### src/rtl/wb_gpio_bank.sv
// Wishbone-slave GPIO bank: NUM_PINS pins with output enables, synchronised inputs,
// rising/falling edge capture with W1C status and interrupts. Define GPIO_DEBOUNCE_EN for the input debouncer.
`timescale 1ns/1ps
module wb_gpio_bank #(
    parameter int unsigned NUM_PINS  = 16,
    parameter logic [31:0] BASE_ADDR = 32'h3000_0000
) (
    input  logic                wb_clk_i,
    input  logic                wb_rst_ni,
    input  logic                wbs_cyc_i,
    input  logic                wbs_stb_i,
    input  logic                wbs_we_i,
    input  logic [3:0]          wbs_sel_i,
    input  logic [31:0]         wbs_adr_i,
    input  logic [31:0]         wbs_dat_i,
    output logic [31:0]         wbs_dat_o,
    output logic                wbs_ack_o,
    input  logic [NUM_PINS-1:0] io_in,
    output logic [NUM_PINS-1:0] io_out,
    output logic [NUM_PINS-1:0] io_oeb,
    output logic [2:0]          irq
);

    localparam logic [3:0] REG_OUT       = 4'h0;
    localparam logic [3:0] REG_OEB       = 4'h1;
    localparam logic [3:0] REG_IN        = 4'h2;
    localparam logic [3:0] REG_RISE_EN   = 4'h3;
    localparam logic [3:0] REG_FALL_EN   = 4'h4;
    localparam logic [3:0] REG_RISE_STAT = 4'h5;
    localparam logic [3:0] REG_FALL_STAT = 4'h6;
    localparam logic [3:0] REG_DEBOUNCE  = 4'h7;

    logic [NUM_PINS-1:0] out_q, oeb_q, rise_en_q, fall_en_q;
    logic [NUM_PINS-1:0] rise_stat_q, fall_stat_q;
    logic [NUM_PINS-1:0] sync1_q, sync2_q, in_q, prev_q;
    logic [NUM_PINS-1:0] rise_evt, fall_evt, rise_clr, fall_clr;
    logic [NUM_PINS-1:0] wr_bits, wr_mask;
    logic [31:0]         lane_mask, rdata;
    logic [3:0]          reg_idx;
    logic                hit, req, wr_en;
    logic                unused_bits;

    assign hit       = (wbs_adr_i[31:6] == BASE_ADDR[31:6]);
    assign req       = wbs_cyc_i & wbs_stb_i & hit & ~wbs_ack_o;
    assign wr_en     = req & wbs_we_i;
    assign reg_idx   = wbs_adr_i[5:2];
    assign lane_mask = {{8{wbs_sel_i[3]}}, {8{wbs_sel_i[2]}}, {8{wbs_sel_i[1]}}, {8{wbs_sel_i[0]}}};
    assign wr_bits   = wbs_dat_i[NUM_PINS-1:0];
    assign wr_mask   = lane_mask[NUM_PINS-1:0];
    assign unused_bits = ^{wbs_adr_i[1:0], wbs_dat_i, lane_mask};

    function automatic logic [NUM_PINS-1:0] merge(input logic [NUM_PINS-1:0] old_v,
                                                  input logic [NUM_PINS-1:0] new_v,
                                                  input logic [NUM_PINS-1:0] mask);
        return (old_v & ~mask) | (new_v & mask);
    endfunction

    // Only bytes selected by wbs_sel_i may clear status bits.
    assign rise_clr = (wr_en && reg_idx == REG_RISE_STAT) ? (wr_bits & wr_mask) : '0;
    assign fall_clr = (wr_en && reg_idx == REG_FALL_STAT) ? (wr_bits & wr_mask) : '0;
    assign rise_evt = in_q & ~prev_q & rise_en_q;
    assign fall_evt = ~in_q & prev_q & fall_en_q;

`ifdef GPIO_DEBOUNCE_EN
    logic [15:0]         debounce_q, presc_q;
    logic [NUM_PINS-1:0] hist0_q, hist1_q, agree;
    logic                tick, wr_debounce;

    assign wr_debounce = wr_en && reg_idx == REG_DEBOUNCE;
    assign tick        = (presc_q == debounce_q);
    assign agree       = ~(sync2_q ^ hist0_q) & ~(hist0_q ^ hist1_q);

    always_ff @(posedge wb_clk_i or negedge wb_rst_ni) begin
        if (!wb_rst_ni) begin
            debounce_q <= '0;
            presc_q    <= '0;
            hist0_q    <= '0;
            hist1_q    <= '0;
            in_q       <= '0;
        end else begin
            if (wr_debounce) begin
                debounce_q <= (debounce_q & ~lane_mask[15:0]) | (wbs_dat_i[15:0] & lane_mask[15:0]);
                presc_q    <= '0;
            end else if (tick) begin
                presc_q    <= '0;
            end else begin
                presc_q    <= presc_q + 16'd1;
            end
            // A pin's level is accepted only when the current and two previous tick samples agree.
            if (tick) begin
                hist0_q <= sync2_q;
                hist1_q <= hist0_q;
                in_q    <= (in_q & ~agree) | (sync2_q & agree);
            end
        end
    end
`else
    assign in_q = sync2_q;
`endif

    always_comb begin
        // NOTE: default assignment first so every path drives rdata and no latch is inferred.
        rdata = '0;
        case (reg_idx)
            REG_OUT:       rdata[NUM_PINS-1:0] = out_q;
            REG_OEB:       rdata[NUM_PINS-1:0] = oeb_q;
            REG_IN:        rdata[NUM_PINS-1:0] = in_q;
            REG_RISE_EN:   rdata[NUM_PINS-1:0] = rise_en_q;
            REG_FALL_EN:   rdata[NUM_PINS-1:0] = fall_en_q;
            REG_RISE_STAT: rdata[NUM_PINS-1:0] = rise_stat_q;
            REG_FALL_STAT: rdata[NUM_PINS-1:0] = fall_stat_q;
`ifdef GPIO_DEBOUNCE_EN
            REG_DEBOUNCE:  rdata[15:0]         = debounce_q;
`endif
            default:       rdata = '0;
        endcase
    end

    always_ff @(posedge wb_clk_i or negedge wb_rst_ni) begin
        // NOTE: every flop here has an async reset value; no register is left to power-up state.
        if (!wb_rst_ni) begin
            wbs_ack_o <= 1'b0;
            wbs_dat_o <= '0;
            out_q     <= '0;
            oeb_q     <= '1;
            rise_en_q <= '0;
            fall_en_q <= '0;
        end else begin
            // NOTE: non-blocking assignments so all state updates from pre-edge values.
            wbs_ack_o <= req;
            if (req) wbs_dat_o <= rdata;
            if (wr_en && reg_idx == REG_OUT)     out_q     <= merge(out_q, wr_bits, wr_mask);
            if (wr_en && reg_idx == REG_OEB)     oeb_q     <= merge(oeb_q, wr_bits, wr_mask);
            if (wr_en && reg_idx == REG_RISE_EN) rise_en_q <= merge(rise_en_q, wr_bits, wr_mask);
            if (wr_en && reg_idx == REG_FALL_EN) fall_en_q <= merge(fall_en_q, wr_bits, wr_mask);
        end
    end

    always_ff @(posedge wb_clk_i or negedge wb_rst_ni) begin
        if (!wb_rst_ni) begin
            sync1_q     <= '0;
            sync2_q     <= '0;
            prev_q      <= '0;
            rise_stat_q <= '0;
            fall_stat_q <= '0;
        end else begin
            sync1_q     <= io_in;
            sync2_q     <= sync1_q;
            prev_q      <= in_q;
            // A new event wins over a same-cycle clear of the same bit.
            rise_stat_q <= (rise_stat_q & ~rise_clr) | rise_evt;
            fall_stat_q <= (fall_stat_q & ~fall_clr) | fall_evt;
        end
    end

    assign io_out = out_q;
    assign io_oeb = oeb_q;
    assign irq[0] = |rise_stat_q;
    assign irq[1] = |fall_stat_q;
    assign irq[2] = irq[0] | irq[1];

endmodule

### config.mk
export PLATFORM = sky130hd
export DESIGN_NAME = wb_gpio_bank
export DESIGN_NICKNAME = d
export VERILOG_FILES = /design/src/rtl/wb_gpio_bank.sv
export SDC_FILE = /design/constraint.sdc
export NUM_CORES = 1
export LEC_CHECK = 0
export BUFFER_PORTS_ARGS = -buffer_cell sky130_fd_sc_hd__buf_2
export CAP_MARGIN = 20
export CORE_ASPECT_RATIO = 1.5
export CORE_UTILIZATION = 59
export DETAILED_ROUTE_END_ITERATION = 12
export MAX_ROUTING_LAYER = met4
export PLACE_DENSITY = 0.86
export SETUP_SLACK_MARGIN = 0.4
export SYNTH_ARGS = -nofsm -noshare
export SYNTH_HDL_FRONTEND = slang
export SYNTH_SLANG_ARGS = --single-unit
### constraint.sdc
create_clock -name wb_clk_i -period 3.1 [get_ports wb_clk_i]
set_clock_uncertainty 0.05 [all_clocks]
set_input_delay 0.775 -clock wb_clk_i [delete_from_list [all_inputs] [get_ports wb_clk_i]]
set_output_delay 0.775 -clock wb_clk_i [all_outputs]
set_load 0.01 [all_outputs]
==> results.sh <==
export IMPL_ant_nets=0
export IMPL_timing_critical_path_arrival_ns=1.89
export IMPL_cp_delay_by_family_top="simple AND/OR/NAND/NOR gates"
export IMPL_dr_pass1_iterations=6
export IMPL_routed_via_count=5837
export IMPL_fmax_mhz=368
export IMPL_min_delay_worst_type="in2async"
export IMPL_layout_commonest_cell="sky130_fd_sc_hd__dfrtp_1"
export IMPL_timing_reg2reg_worst_path_depth=6
export IMPL_synth_flop_cell="sky130_fd_sc_hd__dfrtp_1"
export IMPL_initial_core_util=0.606
export IMPL_required_ns=2.27
export IMPL_place_port_buffers=120
export IMPL_finalHoldViolations=0
export IMPL_synth_area_mm2=0.00728
export IMPL_setup_viol_count_final=0
export IMPL_path_clk_slew_ns=0.07
export IMPL_diodes=0
export IMPL_place_area_mm2=0.00821
export IMPL_vdd_drop_max_uv=461
export IMPL_placed_cells_incl_taps=864
export IMPL_dieHeight_um=138
export IMPL_timing_final_max_slew_violations=0
export IMPL_grt_pass1_vias=5879
export IMPL_ys_seq_elements=161
export IMPL_drtIter0Drc=528
export IMPL_worstSetupEndpointType="output pin"
export IMPL_synth_enable_flop_cells=0
export IMPL_dp_hpwl_um=14000
export IMPL_drive_gt1_frac=0.411
export IMPL_worstPathCellList="nor4_4, nand4_1, or2_4, buf_2"
export IMPL_final_worst_path_period_share=0.877
export IMPL_nNetsFinal=821
export IMPL_routabilityCongestion=0.980
export IMPL_number_of_antenna_violations_at_the_first_check_in_global_routing=0
export IMPL_top_level_ports=157
export IMPL_grt_max_degree=72
export IMPL_max_slew_headroom=0.487
export IMPL_max_stage_delay_ns=0.44
export IMPL_cellPowerDensity_mw_per_mm2=509
export IMPL_global_route_wire_length_before_repair_um=31900
export IMPL_cellLeakagePower_nw=4.12
export IMPL_route_detailed_vias_per_inst=6.50
export IMPL_p_total_mw=4.53
export IMPL_cts_hold_buffers=0
export IMPL_maxCapViolations=0
export IMPL_overflow=0
export IMPL_worst_setup_path_start_kind="flip-flop"
export IMPL_status="complete, no violations"
export IMPL_worst_pin_slew_ns=0.766
export IMPL_critical_path_buf_inv_count=1
export IMPL_wl_per_cell_um=22.3
export IMPL_fp_coreArea_mm2=0.0120
export IMPL_clock_root_buffer="sky130_fd_sc_hd__clkbuf_16"
export IMPL_period_needed_ns=2.72
export IMPL_final_area_mm2=0.00890
export IMPL_number_of_buffers_created_by_cts=17
export IMPL_postSynthCellCount=587
export IMPL_postSynth_asyncResetShare=1.00
export IMPL_setup_worst_path_class="reg2out"
export IMPL_routed_wirelength_um=20100
export IMPL_worst_r2r_startpoint="wbs_ack_o"
export IMPL_setup_repair_after_global_routing_missed_its_margin="no"
export IMPL_most_common_layout_cells="sky130_fd_sc_hd__dfrtp_1 (145), sky130_fd_sc_hd__buf_2 (119), sky130_fd_sc_hd__mux2_2 (73)"
export IMPL_yosysSeqAreaShare=0.556
export IMPL_post_synth_num_cell_types=49
export IMPL_layout_area_overhead_vs_synth_pct=22.4
export IMPL_num_fill_cells=808
export IMPL_yosys_warnings=0
export IMPL_clock_insertion_delay_worst_skew_ns=0.43
export IMPL_path_max_fanout=3
export IMPL_detail_route_drc_violations=0
export IMPL_floorplan_rows=49
export IMPL_cts_sinks=161
export IMPL_crit_slowest_cell="sky130_fd_sc_hd__dfrtp_1"
export IMPL_die_area_mm2=0.0128
export IMPL_r2r_slack_ns=0.94
export IMPL_stdcell_count=898
export IMPL_grt_use_total=0.342
export IMPL_cts_htree_levels=4
export IMPL_finalSetupTns_ns=0
export IMPL_die_width_um=92.7
export IMPL_cts_tree="built"
export IMPL_clockBufferDepth=2
export IMPL_syn_mean_instance_area_um2=12.4
## cell usage after synthesis, types with 15 or more instances
master | instances | area [µm²]
sky130_fd_sc_hd__o31ai_1 | 28 | 210
sky130_fd_sc_hd__nand3_1 | 36 | 180
sky130_fd_sc_hd__mux2i_1 | 15 | 150
sky130_fd_sc_hd__buf_4 | 18 | 135
sky130_fd_sc_hd__clkbuf_1 | 20 | 75.1
sky130_fd_sc_hd__a22o_1 | 19 | 166
sky130_fd_sc_hd__dfstp_2 | 16 | 420
sky130_fd_sc_hd__dfrtp_1 | 145 | 3630
sky130_fd_sc_hd__o21ai_0 | 21 | 105
sky130_fd_sc_hd__nand2_1 | 38 | 143
sky130_fd_sc_hd__mux2_2 | 73 | 822
## how the worst max path moves through the flow
| stage | depth (start not counted) | startpoint | to | slack, ns |
|---|---|---|---|---|
| 5_1_grt | 4 | fall_stat_q[8] | irq[2] | 0.40 |
| 6_report | 4 | fall_stat_q[13] | irq[2] | 0.38 |
| 4_1_cts | 4 | fall_stat_q[8] | irq[2] | 0.40 |
| 2_1_floorplan | 5 | wbs_adr_i[7] | flip-flop | 0.48 |
| 3_5_place_dp | 6 | wbs_adr_i[2] | flip-flop | 0.27 |
| 3_3_place_gp | 6 | wbs_adr_i[2] | flip-flop | 0.27 |
## metrics by stage
stage | util | hold slack [ns] | setup slack [ns]
after floorplan | - | 0.281 | 0.477
after global placement | 0.683 | 0.284 | 0.270
after detailed placement | 0.683 | 0.286 | 0.265
after CTS | 0.739 | 0.302 | 0.403
after global routing | 0.741 | 0.302 | 0.401
final | 0.741 | 0.301 | 0.383
## layer usage
metal  track usage  wire [µm]  vias up
met4         0.235       1470        0
met2         0.521       9890      332
met3        0.0528       1320      100
met1         0.417       7390     2919
met5             -          0        -
li1              -          -     2486
## cell type report
type                    instances  area, µm²  share of cell area
well taps                     153        191              0.0215
clock buffers                  17        425              0.0478
flip-flops and latches        161       4050               0.455
repair buffers                161        952               0.107
clock inverters                15        164              0.0184
inverters                       8       30.0             0.00337
multi-input cells             383       3090               0.347
## where the power goes
part           internal [mW]  switching (mW)  total, mW  leakage, nW
sequential              2.13          0.0202       2.15         1.93
combinational         0.0994           0.180      0.279         1.90
clock                   1.15           0.953       2.10        0.289
total                   3.38            1.15       4.53         4.12
## cell families (layout without fill, tap and decap cells)
| family | after synthesis | after routing | synth area share |
|---|---|---|---|
| simple gates | 165 | 165 | 0.143 |
| flops | 161 | 161 | 0.556 |
| compound gates | 112 | 112 | 0.121 |
| mux | 90 | 90 | 0.140 |
| buf+inv | 58 | 201 | 0.0395 |
| other cells | 1 | 16 | 0.000515 |
## what timing repair did
action,CTS,global route
setup endpoints to repair,1,1
buffers inserted,1,1
resized for setup,10,3
hold endpoints to repair,0,0
pin swaps,1,3
Note: power is estimated with default switching activity, not from simulation.
